**src/rtl/uart_tx.sv**
```systemverilog
// Memory-mapped UART transmitter: byte FIFO fed by bus writes, 8N1 serialiser,
// registered status word with sticky overflow.
`ifndef IO_MEM_MAP_BIT
`define IO_MEM_MAP_BIT 22
`endif
`ifndef UART_MEM_MAP_BIT
`define UART_MEM_MAP_BIT 3
`endif

module uart_tx #(
    parameter int IO_MEM_MAP_BIT   = `IO_MEM_MAP_BIT,
    parameter int UART_MEM_MAP_BIT = `UART_MEM_MAP_BIT,
    parameter int CLKS_PER_BIT     = 868,
    parameter int FIFO_DEPTH       = 4
) (
    input  logic        clk,
    input  logic        rst,
    input  logic [31:0] mem_addr_i,
    input  logic        mem_rstrb_i,
    output logic [31:0] mem_rdata_o,
    input  logic [3:0]  mem_wmask_i,
    input  logic [31:0] mem_wdata_i,
    output logic        tx_o,
    output logic        busy_o
);

    localparam int PTR_W  = $clog2(FIFO_DEPTH);
    localparam int BAUD_W = (CLKS_PER_BIT > 2) ? $clog2(CLKS_PER_BIT) : 1;
    localparam logic [BAUD_W-1:0] BAUD_RELOAD = BAUD_W'(CLKS_PER_BIT - 1);

    typedef enum logic [1:0] {IDLE, START, DATA, STOP} state_t;

    state_t            state_reg, state_next;
    logic [BAUD_W-1:0] baud_reg, baud_next;
    logic [2:0]        bit_reg, bit_next;
    logic [7:0]        shift_reg, shift_next;
    logic              tx_reg, tx_next;
    logic [31:0]       rdata_reg;
    logic              ovf_reg;
    logic [PTR_W:0]    wr_ptr_reg, rd_ptr_reg;
    logic [7:0]        fifo_mem [FIFO_DEPTH];

    logic access, wr, rd, push, pop, full, empty, ovf_set, busy;
    logic [31:0] status;
    logic unused_bits;

    assign unused_bits = ^{mem_addr_i, mem_wmask_i[3:1], mem_wdata_i[31:8]};

    assign access = mem_addr_i[IO_MEM_MAP_BIT] & mem_addr_i[UART_MEM_MAP_BIT];
    assign wr     = access & mem_wmask_i[0];
    assign rd     = access & mem_rstrb_i;

    // Extra pointer MSB distinguishes full from empty when the indices match.
    assign empty   = (wr_ptr_reg == rd_ptr_reg);
    assign full    = (wr_ptr_reg == (rd_ptr_reg ^ {1'b1, {PTR_W{1'b0}}}));
    assign push    = wr & (~full | pop);
    assign ovf_set = wr & full & ~pop;
    assign busy    = ~empty | (state_reg != IDLE);
    assign status  = {28'd0, ovf_reg, busy, empty, full};

    always_comb begin
        state_next = state_reg;
        baud_next  = baud_reg;
        bit_next   = bit_reg;
        shift_next = shift_reg;
        pop        = 1'b0;
        tx_next    = 1'b1;
        case (state_reg)
            IDLE: begin
                if (!empty) begin
                    pop        = 1'b1;
                    shift_next = fifo_mem[rd_ptr_reg[PTR_W-1:0]];
                    baud_next  = BAUD_RELOAD;
                    state_next = START;
                end
            end
            START: begin
                tx_next = 1'b0;
                if (baud_reg == '0) begin
                    baud_next  = BAUD_RELOAD;
                    bit_next   = 3'd0;
                    state_next = DATA;
                end else begin
                    baud_next = baud_reg - BAUD_W'(1);
                end
            end
            DATA: begin
                tx_next = shift_reg[0];
                if (baud_reg == '0) begin
                    baud_next  = BAUD_RELOAD;
                    shift_next = {1'b0, shift_reg[7:1]};
                    bit_next   = bit_reg + 3'd1;
                    if (bit_reg == 3'd7)
                        state_next = STOP;
                end else begin
                    baud_next = baud_reg - BAUD_W'(1);
                end
            end
            STOP: begin
                tx_next = 1'b1;
                if (baud_reg == '0) begin
                    // Chain straight into the next start bit when more data is queued.
                    if (!empty) begin
                        pop        = 1'b1;
                        shift_next = fifo_mem[rd_ptr_reg[PTR_W-1:0]];
                        baud_next  = BAUD_RELOAD;
                        state_next = START;
                    end else begin
                        state_next = IDLE;
                    end
                end else begin
                    baud_next = baud_reg - BAUD_W'(1);
                end
            end
            default: state_next = IDLE;
        endcase
    end

    always_ff @(posedge clk or negedge rst) begin
        if (!rst) begin
            state_reg  <= IDLE;
            baud_reg   <= '0;
            bit_reg    <= 3'd0;
            shift_reg  <= 8'd0;
            tx_reg     <= 1'b1;
            rdata_reg  <= 32'd0;
            ovf_reg    <= 1'b0;
            wr_ptr_reg <= '0;
            rd_ptr_reg <= '0;
        end else begin
            state_reg <= state_next;
            baud_reg  <= baud_next;
            bit_reg   <= bit_next;
            shift_reg <= shift_next;
            tx_reg    <= tx_next;
            rdata_reg <= rd ? status : 32'd0;
            // A read clears overflow unless the same cycle overflows again.
            ovf_reg   <= rd ? ovf_set : (ovf_reg | ovf_set);
            if (push)
                wr_ptr_reg <= wr_ptr_reg + 1'b1;
            if (pop)
                rd_ptr_reg <= rd_ptr_reg + 1'b1;
        end
    end

    always_ff @(posedge clk) begin
        if (push)
            fifo_mem[wr_ptr_reg[PTR_W-1:0]] <= mem_wdata_i[7:0];
    end

    assign tx_o        = tx_reg;
    assign busy_o      = busy;
    assign mem_rdata_o = rdata_reg;

endmodule

```
**config.mk**
```make
export PLATFORM = sky130hd
export DESIGN_NAME = uart_tx
export DESIGN_NICKNAME = d
export VERILOG_FILES = /design/src/rtl/uart_tx.sv
export SDC_FILE = /design/constraint.sdc
export NUM_CORES = 1
export LEC_CHECK = 0
export BUFFER_PORTS_ARGS = -buffer_cell sky130_fd_sc_hd__buf_4
export CORE_ASPECT_RATIO = 2
export CORE_MARGIN = 8
export CORE_UTILIZATION = 50
export CTS_BUF_LIST = sky130_fd_sc_hd__clkbuf_8
export DETAILED_ROUTE_END_ITERATION = 8
export PLACE_DENSITY_LB_ADDON = 0.08
export SYNTH_ARGS = -nofsm -noshare
export SYNTH_HDL_FRONTEND = slang
export SYNTH_SLANG_ARGS = --single-unit
```
**constraint.sdc**
```tcl
create_clock -name clk -period 2.6 [get_ports clk]
set_input_delay 0.13 -clock clk [delete_from_list [all_inputs] [get_ports clk]]
set_output_delay 0.13 -clock clk [all_outputs]
set_load 0.02 [all_outputs]
```
**Word level (Yosys, flattened, before mapping)**

Memories as Yosys holds them, arrays and structs flattened.
Index checks and enable logic that the tools add are counted.
Widths: inputs -> output; s select.

- Bits in registers: 35
- RAM bits: 32
- Input bits: 71
- Output and inout bits: 34
- Word-level logic and storage cells: 73
- Memories: 1

- Add/sub/neg operators: 4
- Equal/unequal tests: 11
- Multiplexer cells: 26
- Bitwise operators: 13
- Reductions and logical operators: 9

Memories:

| memory | words | bits a word | read ports | clocked after Yosys merged registers in | wr ports | RTL line | source |
|---|---|---|---|---|---|---|---|
| fifo_mem | 4 | 8 | 1 | 0 | 1 | 41 | `logic [7:0] fifo_mem [FIFO_DEPTH];` |

Operators by type and width:

| operator | count |
|---|---|
| $mux 10 | 3 |
| $pmux 10 s3 | 1 |
| $mux 8 | 3 |
| $pmux 8 s3 | 1 |
| $logic_not 10->1 | 1 |
| $mux 2 | 5 |
| $ne 2x2->1 const B | 5 |
| $sub 10x1->10 const B | 1 |
| $add 3x1->3 const B | 3 |
| $pmux 2 s4 | 1 |
| $and 1x1->1 | 6 |
| $eq 3x3->1 | 2 |
| $mux 1 | 6 |
| $mux 3 | 2 |
| $pmux 3 s2 | 1 |
| $reduce_and 3->1 | 2 |
| $reduce_and 5->1 | 1 |
| $eq 2x2->1 const B | 2 |
| $mux 4 | 1 |
| $not 1->1 | 4 |
| $pmux 1 s2 | 2 |
| $reduce_bool 2->1 | 2 |
| $eq 3x3->1 const B | 1 |
| $or 1x1->1 | 3 |
| other kinds (4) | 4 |

**Longest topological paths before layout**

- Depth after elaboration: 8
- Gate-level depth with buffers: 8
- Gate-level depth less buffers: 7

**Worst setup path before layout**

OpenSTA, ideal clock, no wires.

- Kind: register to register
- Start: reg baud_reg[5]
- End: mem fifo_mem[0][0], enable pin
- Library setup time: 332 ps
- Data arrival time: 1800 ps
- Required time: 2268 ps
- Path slack: 469 ps
- Stages on the path, launching flop included: 6
- Buffers on the path: 1
- Clock period less this slack: 2131 ps
- Path through: dfrtp_1 -> buf_6 -> nor4_4 -> nand4_1 -> a221oi_2 -> and2_1

- Word-level cells in the longest chain between the ends: 7

Ends and longest elaborated chain:

| what | RTL line | source |
|---|---|---|
| start: declaration | 34 | `logic [BAUD_W-1:0] baud_reg, baud_next;` |
| start signal: assignment | 132 | `baud_reg <= baud_next;` |
| $logic_not 10->1 | 101 | `if (baud_reg == '0) begin` |
| $mux 1 | 101 |  |
| $pmux 1 s2 | 68 | `case (state_reg)` |
| $or 1x1->1 | 56 | `assign push = wr & (~full \| pop);` |
| $and 1x1->1 | 56 |  |
| $mux 1 | 147 | `if (push)` |
| $mux 1 (not written as such) | 148 | `fifo_mem[wr_ptr_reg[PTR_W-1:0]] <= mem_wdata_i[7:0];` |
| end: declaration | 41 |  |

No other way between the ends.

**Worst setup path after layout**

- Start: reg baud_reg[0]
- End: mem fifo_mem[2][2], enable pin

The elaborated chain is that of the path after synthesis.

==> metrics.cfg <==
[yosys]
syn_area_sq_mm = 0.00336
netlist.top_cell.by_area = edfxtp_1
synth_flop_cell = dfrtp_1
synth-seq-cells = 67
ys_top_cells_by_area = edfxtp_1 (29%), dfrtp_1 (25%), buf_4 (6.5%)
async_reset_ff_share_pct = 52.2
synth.distinct_cells = 56
synth_top_area_share_pct = 28.6
synth_enable_flop_cells = 32
synth.avg_cell_area_sq_um = 12.4
synthCells = 271
yosys_warnings = 0
seq_area_frac_synth_pct = 54.7

[worst_setup_path]
critPathTopFamily = simple AND/OR/NAND/NOR gates
cp-end-kind = register
crit_arrival_ns = 2.32
crit_chain = inv_1 > ha_1 > nor3b_4 > nand4_1 > a221oi_2 > and2_1 > buf_4
crit_type = reg -> reg
worstPathMaxFanout = 8
crit_path_top_delay_cell = a221oi_2
crit_required_ns = 2.64
cpPeakStageDelay_ns = 0.53
cp_num_buf_inv = 2
start_kind = register

[grt]
grt_max_degree = 36
grt_usage_pct = 14.4
grt_first_pass_wirelength_microns = 10500
grt_pass1_vias = 2227
globalRoute.totalOverflow = 0
antenna_found_initial = 0

[clock_network]
clkLatencyLatePin_ns = 0.34
cts_resized = 0
numCtsBuffers = 9
htree_levels = 3
clock_sinks = 67
tritoncts = yes
clk_path_buf_depth = 2
cts_root_buffer = clkbuf_8
clkTransAtPathRegs_ns = 0.07
postCtsSetupRepairBufs = 0
cts_hold_buf = 9

[timing]
skew_ns = 0.00733
setup_tns_ns = 0
hold_viol_final = 0
setup_viol = 0
min_period_ns = 2.28
slew_viol_final = 0
timing.fmax_mhz = 438
final.period_utilization_pct = 87.7
slew_headroom_pct = 51.4
rsz0062_at_grt = false
timing.hold.ws_ns = 0.143
tightest_slew_ns = 0.724

[floorplanning]
dieArea_sq_mm = 0.00975
die_width_microns = 74.0
io_pins = 105
core_sq_mm = 0.00657
rows = 42
initial_core_util_pct = 51.1
die_h_microns = 132

[status]
status = completed

[detailed_routing]
drtPass1Iterations = 4
drc = 0
wl_per_cell_microns = 15.6
ant_nets = 0
vias_per_cell = 5.10
first_iter_violations = 76
wl_microns = 6360
vias = 2087

[worst_hold_path]
hp-class = in -> reg

[pwr]
vdd_drop_max_mv = 0.588
leakage_nw = 1.62
power_density_mw_per_mm2 = 1180

[finish]
final_common_cell = dfrtp_1
fin_nets = 401
syn_to_final_growth_pct = 15.3
post-route-util_pct = 58.9
largest_reg_flops = 32
finalInstanceArea_sq_mm = 0.00387
n_antenna_cell = 0
final_cell_mix = dfrtp_1 (34), edfxtp_1 (32), buf_4 (32), nand2_1 (31), conb_1 (28)
drive_gt1_share_pct = 21.2
final_cells = 409

[placed_design]
io_buffers = 19
place_area_sq_mm = 0.00357
placedCellCount = 384
gp_congestion = 0.797
place_hpwl_microns = 4690

[run]
maxCapViolCount = 0

-- path summary, 6_finish.rpt --
path,start,endpoint,slack [ns],cells after the start
min reg2reg,wr_ptr_reg[2]$_DFFE_PN0P_,wr_ptr_reg[2]$_DFFE_PN0P_,0.49,1
min,mem_addr_i[3],mem_rdata_o[3]$_DFF_PN0_,0.14,3
max reg2reg,baud_reg[0]$_DFF_PN0_,fifo_mem[2][2]$_DFFE_PP_,0.32,7
min in group asynchronous,rst,mem_rdata_o[2]$_DFF_PN0_,0.28,2
max in group asynchronous,rst,tx_o$_DFF_PN1_,1.97,2
max,baud_reg[0]$_DFF_PN0_,fifo_mem[2][2]$_DFFE_PP_,0.32,7
-- cells in the mapped netlist (all sizes together) (2+ instances only) --
cell type and instances:
ha 14, edfxtp 32, nand2 31, xnor2 3, nand3 3, inv 9
a31oi 7, o21ai 11, a221oi 2, mux4 8, o31ai 2, or3 2
dfrtp 34, nor3b 2, nand4 3, a32o 3, nor2 17, and2 4
nor3 5, or2 2, o22a 2, a41oi 2, buf 33, xor2 4
nor4 5, a22o 3, a21o 2, a21oi 7, clkbuf 2
-- routing by layer --
| layer | GRT usage, % | part of all wire, % |
|---|---|---|
| met2 | 26.4 | 59 |
| met3 | 4.34 | 3.2 |
| met1 | 12.7 | 35 |
| met5 | 0 | 0 |
| met4 | 8.52 | 3.0 |
-- cell type report --
class                      instances  area [sq um]
fill                             590          2700
sequential                        67          1840
multi-input combinational        186          1330
timing repair buffer              42           350
clock buffer                       9           124
tap                               88           110
clock inverter                     7          85.1
inverter                          10          37.5
-- power by group --
group          internal, W  switching, W
clock             0.000529      0.000371
combinational     0.000908       0.00115
sequential         0.00139      0.000220
-- per-stage QoR --
stage / worst slack [ns] / total power, W
after floorplan: 0.469 / 0.00318
after global placement: 0.331 / 0.00366
after detailed placement: 0.307 / 0.00370
after CTS: 0.287 / 0.00463
after global routing: 0.145 / 0.00492
final: 0.319 / 0.00457
-- worst min-delay path: stages --
cell and delay [ns]:
buf_4 0.11, nand3_1 0.15, nor2_1 0.06
-- logic make-up (layout without fill, tap and decap cells) --
group,Yosys count,in the layout,synth area share [%]
AND/OR/NAND/NOR,78,78,12.0
other,1,28,0.112
buffers and inverters,45,68,8.79
AO/OA/AOI/OAI,50,50,11.1
multiplexers,9,9,5.70
adder cells (fa/ha/maj),14,14,5.22
flip-flops,67,67,54.7
XOR/XNOR,7,7,2.27
(Power assumes the default switching activity.)
